**src/rtl/phy_rx_pkg.sv**
```systemverilog
// Shared lane-state encoding and defaults for the N-lane serial receiver.
package phy_rx_pkg;
   localparam logic [7:0] COMMA_DEF      = 8'hBC;
   localparam int         ACTIVE_CNT_DEF = 4;

   typedef enum logic [1:0] {
      SEARCH = 2'd0,
      COUNT  = 2'd1,
      ACTIVE = 2'd2
   } lane_state_e;

   typedef struct packed {
      logic       vld;
      logic [7:0] data;
   } lane_byte_t;
endpackage

```
**src/rtl/phy_rx_nlane_ser_par_lane.sv**
```systemverilog
// One serial lane: bit shifter, comma aligner and byte emitter.
module ser_par_lane
   import phy_rx_pkg::*;
#(
   parameter logic [7:0] COMMA      = COMMA_DEF,
   parameter int         ACTIVE_CNT = ACTIVE_CNT_DEF
) (
   input  logic       clk_32f,
   input  logic       reset,
   input  logic       ser,
   output logic       active,
   output lane_byte_t rx_byte
);
   localparam int            CW   = $clog2(ACTIVE_CNT + 1);
   localparam logic [CW-1:0] LAST = CW'(ACTIVE_CNT - 1);

   lane_state_e   state;
   logic [7:0]    shreg;
   logic [7:0]    sh_nxt;
   logic [2:0]    bit_cnt;
   logic [CW-1:0] comma_cnt;
   logic          boundary;

   // sh_nxt already includes this cycle's bit, so a boundary sees a whole byte
   assign sh_nxt   = {shreg[6:0], ser};
   assign boundary = (bit_cnt == 3'd7);

   always_ff @(posedge clk_32f or posedge reset) begin
      if (reset) begin
         state     <= SEARCH;
         shreg     <= '0;
         bit_cnt   <= '0;
         comma_cnt <= '0;
         active    <= 1'b0;
         rx_byte   <= '0;
      end else begin
         shreg       <= sh_nxt;
         bit_cnt     <= bit_cnt + 3'd1;
         rx_byte.vld <= 1'b0;
         case (state)
            SEARCH: if (sh_nxt == COMMA) begin
               state     <= COUNT;
               comma_cnt <= CW'(1);
               bit_cnt   <= '0;
            end
            COUNT: if (boundary) begin
               if (sh_nxt == COMMA) begin
                  comma_cnt <= comma_cnt + CW'(1);
                  if (comma_cnt == LAST) begin
                     state  <= ACTIVE;
                     active <= 1'b1;
                  end
               end else begin
                  state     <= SEARCH;
                  comma_cnt <= '0;
               end
            end
            ACTIVE: if (boundary) begin
               rx_byte.vld  <= 1'b1;
               rx_byte.data <= sh_nxt;
            end
            default: state <= SEARCH;
         endcase
      end
   end
endmodule

```
**src/rtl/phy_rx_nlane.sv**
```systemverilog
// N-lane receiver: per-lane aligners feeding a deskew/word combiner.
// Optional PHY_RX_ERRCNT_EN adds a saturating lane_error counter port.
module phy_rx_nlane
   import phy_rx_pkg::*;
#(
   parameter int         NUM_LANES  = 2,
   parameter int         DATA_W     = 32,
   parameter logic [7:0] COMMA      = COMMA_DEF,
   parameter int         ACTIVE_CNT = ACTIVE_CNT_DEF
) (
   input  logic                 clk_32f,
   input  logic                 reset,
   input  logic [NUM_LANES-1:0] par_ser,
   output logic [NUM_LANES-1:0] active_ser_par,
   output logic [DATA_W-1:0]    data_output,
   output logic                 valid_output,
   output logic                 lane_error
`ifdef PHY_RX_ERRCNT_EN
   ,
   output logic [15:0]          err_count
`endif
);
   localparam int BEATS = DATA_W / (8 * NUM_LANES);
   localparam int BW    = (BEATS > 1) ? $clog2(BEATS) : 1;

   lane_byte_t [NUM_LANES-1:0]      rx_byte;
   logic       [NUM_LANES-1:0]      rx_vld;
   logic       [NUM_LANES-1:0][7:0] hold_data;
   logic       [NUM_LANES-1:0]      hold_full;
   logic       [NUM_LANES-1:0]      is_comma;
   logic       [BW-1:0]             beat_cnt;
   logic       [DATA_W-1:0]         word_acc;
   logic       [DATA_W-1:0]         word_nxt;
   logic                            all_active, beat, beat_idle, beat_data, overrun;

   generate
      for (genvar g = 0; g < NUM_LANES; g++) begin : g_lane
         ser_par_lane #(.COMMA(COMMA), .ACTIVE_CNT(ACTIVE_CNT)) u_lane (
            .clk_32f (clk_32f),
            .reset   (reset),
            .ser     (par_ser[g]),
            .active  (active_ser_par[g]),
            .rx_byte (rx_byte[g])
         );
         assign rx_vld[g]   = rx_byte[g].vld;
         assign is_comma[g] = (hold_data[g] == COMMA);
      end
   endgenerate

   assign all_active = &active_ser_par;
   assign beat       = &hold_full;
   assign beat_idle  = beat & (&is_comma);
   assign beat_data  = beat & ~(|is_comma);
   // a beat empties every hold, so only a non-beat cycle can overrun
   assign overrun    = (|(rx_vld & hold_full)) & ~beat;

   // byte index 0 sits at the MSB; lane i of beat j lands at j*NUM_LANES+i
   always_comb begin
      word_nxt = word_acc;
      for (int i = 0; i < NUM_LANES; i++)
         word_nxt[DATA_W-1-8*(int'(beat_cnt)*NUM_LANES+i) -: 8] = hold_data[i];
   end

   always_ff @(posedge clk_32f or posedge reset) begin
      if (reset) begin
         hold_data    <= '0;
         hold_full    <= '0;
         beat_cnt     <= '0;
         word_acc     <= '0;
         data_output  <= '0;
         valid_output <= 1'b0;
         lane_error   <= 1'b0;
      end else begin
         valid_output <= 1'b0;
         lane_error   <= 1'b0;
         if (!all_active) begin
            hold_data <= '0;
            hold_full <= '0;
            beat_cnt  <= '0;
         end else begin
            for (int i = 0; i < NUM_LANES; i++) begin
               if (rx_vld[i]) begin
                  hold_data[i] <= rx_byte[i].data;
                  hold_full[i] <= 1'b1;
               end else if (beat) begin
                  hold_full[i] <= 1'b0;
               end
            end
            if (overrun) begin
               lane_error <= 1'b1;
               beat_cnt   <= '0;
            end else if (beat_data) begin
               if (beat_cnt == BW'(BEATS - 1)) begin
                  data_output  <= word_nxt;
                  valid_output <= 1'b1;
                  beat_cnt     <= '0;
               end else begin
                  word_acc <= word_nxt;
                  beat_cnt <= beat_cnt + BW'(1);
               end
            end else if (beat_idle) begin
               beat_cnt <= '0;
            end else if (beat) begin
               lane_error <= 1'b1;
               beat_cnt   <= '0;
            end
         end
      end
   end

`ifdef PHY_RX_ERRCNT_EN
   always_ff @(posedge clk_32f or posedge reset) begin
      if (reset)
         err_count <= '0;
      else if (lane_error && err_count != 16'hFFFF)
         err_count <= err_count + 16'd1;
   end
`endif
endmodule

```
**config.mk**
```make
export PLATFORM = sky130hd
export DESIGN_NAME = phy_rx_nlane
export DESIGN_NICKNAME = d
export VERILOG_FILES = /design/src/rtl/phy_rx_pkg.sv /design/src/rtl/phy_rx_nlane_ser_par_lane.sv /design/src/rtl/phy_rx_nlane.sv
export SDC_FILE = /design/constraint.sdc
export NUM_CORES = 1
export LEC_CHECK = 0
export ABC_AREA = 1
export BUFFER_PORTS_ARGS = -buffer_cell sky130_fd_sc_hd__buf_4
export CORE_UTILIZATION = 54
export DETAILED_ROUTE_END_ITERATION = 6
export GPL_TIMING_DRIVEN = 0
export HOLD_SLACK_MARGIN = 0.15
export PLACE_DENSITY = 0.73
export SYNTH_ARGS = -nofsm -noshare
export SYNTH_HDL_FRONTEND = slang
export SYNTH_HIERARCHICAL = 1
export SYNTH_SLANG_ARGS = --single-unit
export TNS_END_PERCENT = 1
```
**constraint.sdc**
```tcl
create_clock -name clk_32f -period 7.6 [get_ports clk_32f]
set_input_delay 1.14 -clock clk_32f [delete_from_list [all_inputs] [get_ports clk_32f]]
set_output_delay 1.14 -clock clk_32f [all_outputs]
set_load 0.05 [all_outputs]
```
==> results by stage <==
Setup path:
- For this run, the slowest stage of the critical path takes roughly 450 ps.
- The worst path buffer plus inverter count is 1.
- Walking the worst path, the cells encountered are buf_4.
- The category of the worst setup path launch point is a register.
- The sort of element at the end of the critical path is an output port.
- The arrival time of data at the critical path endpoint is 1210 ps.
- The startpoint of the worst-slack reg-to-reg timing path is g_lane[1].u_lane/active.
- The worst setup path endpoint is active_ser_par[1].
- The worst register-to-register path has a setup slack of 5920 ps.
- The largest individual stage delay along the critical path comes from the cell sky130_fd_sc_hd__dfrtp_1.
- The source of the critical timing path is g_lane[1].u_lane/active.
- The required time of the critical path is about 6500 ps.
- In this run the number of cells on the critical path is 1.
- The cell count of the worst reg-to-reg path is 6.
- The critical path is of the reg2out type.
- The capture point of the worst reg-to-reg path is word_acc[17].
- The highest fanout seen on the critical path is 4.
- The kind of cell adding the most delay to the critical path is flip-flops.

STA:
- The count of endpoints failing setup in the final report is 0.
- Clock skew on the completed layout was measured at between 6 and 7 ps.
- Setup repair after global routing left no endpoint under its margin.
- The worst path needs about 2300 ps of the cycle, external delays included.
- The worst-margin pin slew is between 900 and 1000 ps.
- The final total negative setup slack is 0 ps.
- The hold violation count in the final report is 0.
- The normalized max-slew margin is between 30 and 40%.
- The final max-slew violation count is 0.
- The final critical path takes up between 30% and 40% of the cycle.
- The achievable clock frequency is approximately 430 MHz.

Status:
- The run finished with clean final reports.

Die:
- For this design the top-level I/O count stands at 40.
- The initial utilization of the core area, before any placement, comes to ~56%.
- The die height is between 100 and 150 µm.
- The die covers 11000 µm².
- In this run the horizontal extent of the chip is roughly 100 µm.
- After floorplanning, the core was sized to cover just over 10000 µm².
- The row count is 37.

Cells and area:
- Leaving out fill and tap cells, the most frequent cells in the layout are sky130_fd_sc_hd__nand2_1 (210), sky130_fd_sc_hd__dfrtp_1 (135), sky130_fd_sc_hd__nand3_1 (72), sky130_fd_sc_hd__inv_1 (43), sky130_fd_sc_hd__buf_4 (39).
- The multi-input combinational cells in the finished layout cover a total of about 1900 µm².
- The number of diodes is 0.
- The register area is about 3400 µm².
- The area growth from synthesis to layout is 20.7%.
- The final non-filler cell area is 6910 µm².
- The fraction of final layout cells sized beyond drive strength 1 is roughly 18%.
- Counting the fill cells in the layout gives approximately 840.
- The final core utilization is between 60% and 70%.
- The library cell used most frequently in the layout, excluding fill and tap cells, is sky130_fd_sc_hd__nand2_1.
- The final layout contains around 700 nets.

Routing:
- The total vias in the final route is 4335.
- After detailed routing, the number of vias per cell comes to roughly 5.
- The average wire per standard cell is approximately 13 µm.
- The number of detailed-routing iterations run before antenna repair is 5.
- The number of DRC markers after the initial detailed-route iteration is just under 200.
- After detailed routing, the number of remaining DRC violations is 0.
- The wire length after detailed routing is ~11000 µm.
- Once detail routing completed, the nets flagged for antenna violations numbered 0.

Global routing:
- The initial antenna violation count was 0.
- The via count of the first global-routing pass was 4313.
- For this run the aggregate overflow at the end of global routing stands at 0.
- The first-pass GRT wire length is about 20000 µm.
- Entering global routing, the biggest net connects 66 pins.
- In the global route stage, overall resource usage came out at around 23%.

Placement:
- Buffers placed on the I/O ports in this run total 39.
- The placed instances occupy a cell area of 6220 µm².
- At the end of routability-driven placement, the weighted congestion stood at between 0.8 and 0.9.
- The sum of net half-perimeters after detailed placement is between 7000 and 8000 µm.

Min path:
- The path class of the tightest hold or removal check is reg2reg.

Logic synthesis:
- Yosys attributes the largest share of cell area to sky130_fd_sc_hd__dfrtp_1 (59%), sky130_fd_sc_hd__nand2_1 (14%), sky130_fd_sc_hd__nand3_1 (6.3%).
- The net count after synthesis is between 600 and 700.
- The instance count of the mapped netlist is roughly 650.
- For this run, the number of Yosys warnings is 6.
- In this run the cell area of the synthesized design comes to around 5700 µm².
- The distinct cell type count after synthesis is 23.
- The average instance in the mapped netlist occupies roughly 9 µm².
- The portion of the post-synthesis area used by sequential elements is 59.0%.
- The total of flip-flops plus latches after synthesis is between 100 and 150.
- The area share of the largest cell type after synthesis is 59.0%.
- The biggest area contributor in the post-synthesis netlist is sky130_fd_sc_hd__dfrtp_1.

Clocking:
- The number of H-tree branching levels is 4.
- CTS saw approximately 140 sinks.
- The clock tree from TritonCTS is done.
- The post-cts repair resize count is 0.
- After clock tree synthesis, the clock-pin slew on the worst setup and hold paths is roughly 60 ps.
- The total setup buffers inserted after CTS is 0.
- The maximum clock insertion buffer count is 2.
- The clock network latency to the later pin of the worst-skew pair is just over 500 ps.
- In this run the clock root is driven by a sky130_fd_sc_hd__clkbuf_8.
- Counting the buffers created by CTS gives 17.
- The number of hold-repair buffers added at the cts stage is 0.

Power:
- For this design the static power due to leakage is between 3 and 4 nW.
- The peak supply drop is 0.135 mV.
- Dividing total power by cell area gives a power density of around 270 nW/µm².

Job:
- The number of max-cap violations is 0.
-- flip-flops by register name, indices dropped and copies added (netlist names) --
register	count
lane_error	1
g_lane.u_lane/shreg	14
g_lane.u_lane/active	2
g_lane.u_lane/bit_cnt	6
g_lane.u_lane/state	4
beat_cnt	1
g_lane.u_lane/comma_cnt	6
word_acc	32
g_lane.u_lane/rx_byte	18
hold_full	2
hold_data	16
data_output	32
valid_output	1
-- how the worst min path moves through the flow --
stage                     depth (start not counted)  slack, ps                 startpoint                         to
after floorplan                                   0        350  g_lane[0].u_lane/shreg[0]  g_lane[0].u_lane/shreg[1]
after global placement                            0        360  g_lane[1].u_lane/shreg[0]  g_lane[1].u_lane/shreg[1]
after detailed placement                          0        380  g_lane[1].u_lane/shreg[0]  g_lane[1].u_lane/shreg[1]
after CTS                                         0        390  g_lane[1].u_lane/shreg[0]  g_lane[1].u_lane/shreg[1]
after global routing                              0        400  g_lane[0].u_lane/shreg[0]  g_lane[0].u_lane/shreg[1]
final                                             0        390  g_lane[0].u_lane/shreg[0]  g_lane[0].u_lane/shreg[1]
-- layer usage --
metal | GRT usage [%] | vias to the layer above | wire length (µm)
met5 | 0 | - | 0
met4 | 8.85 | 0 | 134
li1 | - | 2153 | -
met3 | 4.93 | 15 | 482
met2 | 38.9 | 108 | 5700
met1 | 29.0 | 2059 | 4980
-- logic make-up (layout without fill, tap and decap cells) --
kind of cell    count (synthesis)  count (layout)  share of synthesized area, %
fa+ha+maj                       8               8                          1.75
buf+inv                       101             172                          7.59
flops                         135             135                          59.0
simple gates                  341             341                          25.6
compound gates                 63              63                          5.99
-- power by group --
group,total [W],internal [W],switching (W)
registers,0.000772,0.000752,0.0000196
logic,0.000153,0.0000442,0.000109
clock network,0.000956,0.000663,0.000293
total,0.00188,0.00146,0.000422
-- Yosys cell counts --
library cell	instances
sky130_fd_sc_hd__nor2_4	3
sky130_fd_sc_hd__o21ai_0	36
sky130_fd_sc_hd__buf_6	5
sky130_fd_sc_hd__nand3_2	2
sky130_fd_sc_hd__buf_2	14
sky130_fd_sc_hd__ha_1	8
sky130_fd_sc_hd__o31ai_1	2
sky130_fd_sc_hd__nor2_1	30
sky130_fd_sc_hd__nand2_2	6
sky130_fd_sc_hd__or2_2	2
sky130_fd_sc_hd__o21ai_2	6
sky130_fd_sc_hd__nand4_1	3
sky130_fd_sc_hd__nand2_1	210
sky130_fd_sc_hd__nor2_2	10
sky130_fd_sc_hd__inv_1	44
sky130_fd_sc_hd__inv_2	13
sky130_fd_sc_hd__nand3_1	72
sky130_fd_sc_hd__nand3b_1	2
sky130_fd_sc_hd__clkbuf_1	24
sky130_fd_sc_hd__and2_1	1
sky130_fd_sc_hd__a21oi_1	19
sky130_fd_sc_hd__dfrtp_1	135
sky130_fd_sc_hd__clkinv_1	1
-- stage by stage --
stage          total power [W]  setup WS (ps)  hold slack, ps  std cells
3_3_place_gp          0.000931           3410             359        823
5_1_grt                0.00194           5230             403        855
2_1_floorplan         0.000890           4270             354        648
3_5_place_dp          0.000938           5470             376        824
6_report               0.00188           5250             389        855
4_1_cts                0.00190           5250             389        855
-- final cells by class --
class / count / area share, %
clock inverter: 13 / 4.00
sequential: 135 / 48.9
buffer: 43 / 3.13
timing repair buffer: 40 / 4.64
clock buffer: 18 / 6.05
inverter: 58 / 3.19
multi-input combinational: 412 / 27.6
tap: 136 / 2.46
Note: power is estimated with default switching activity, not from simulation.
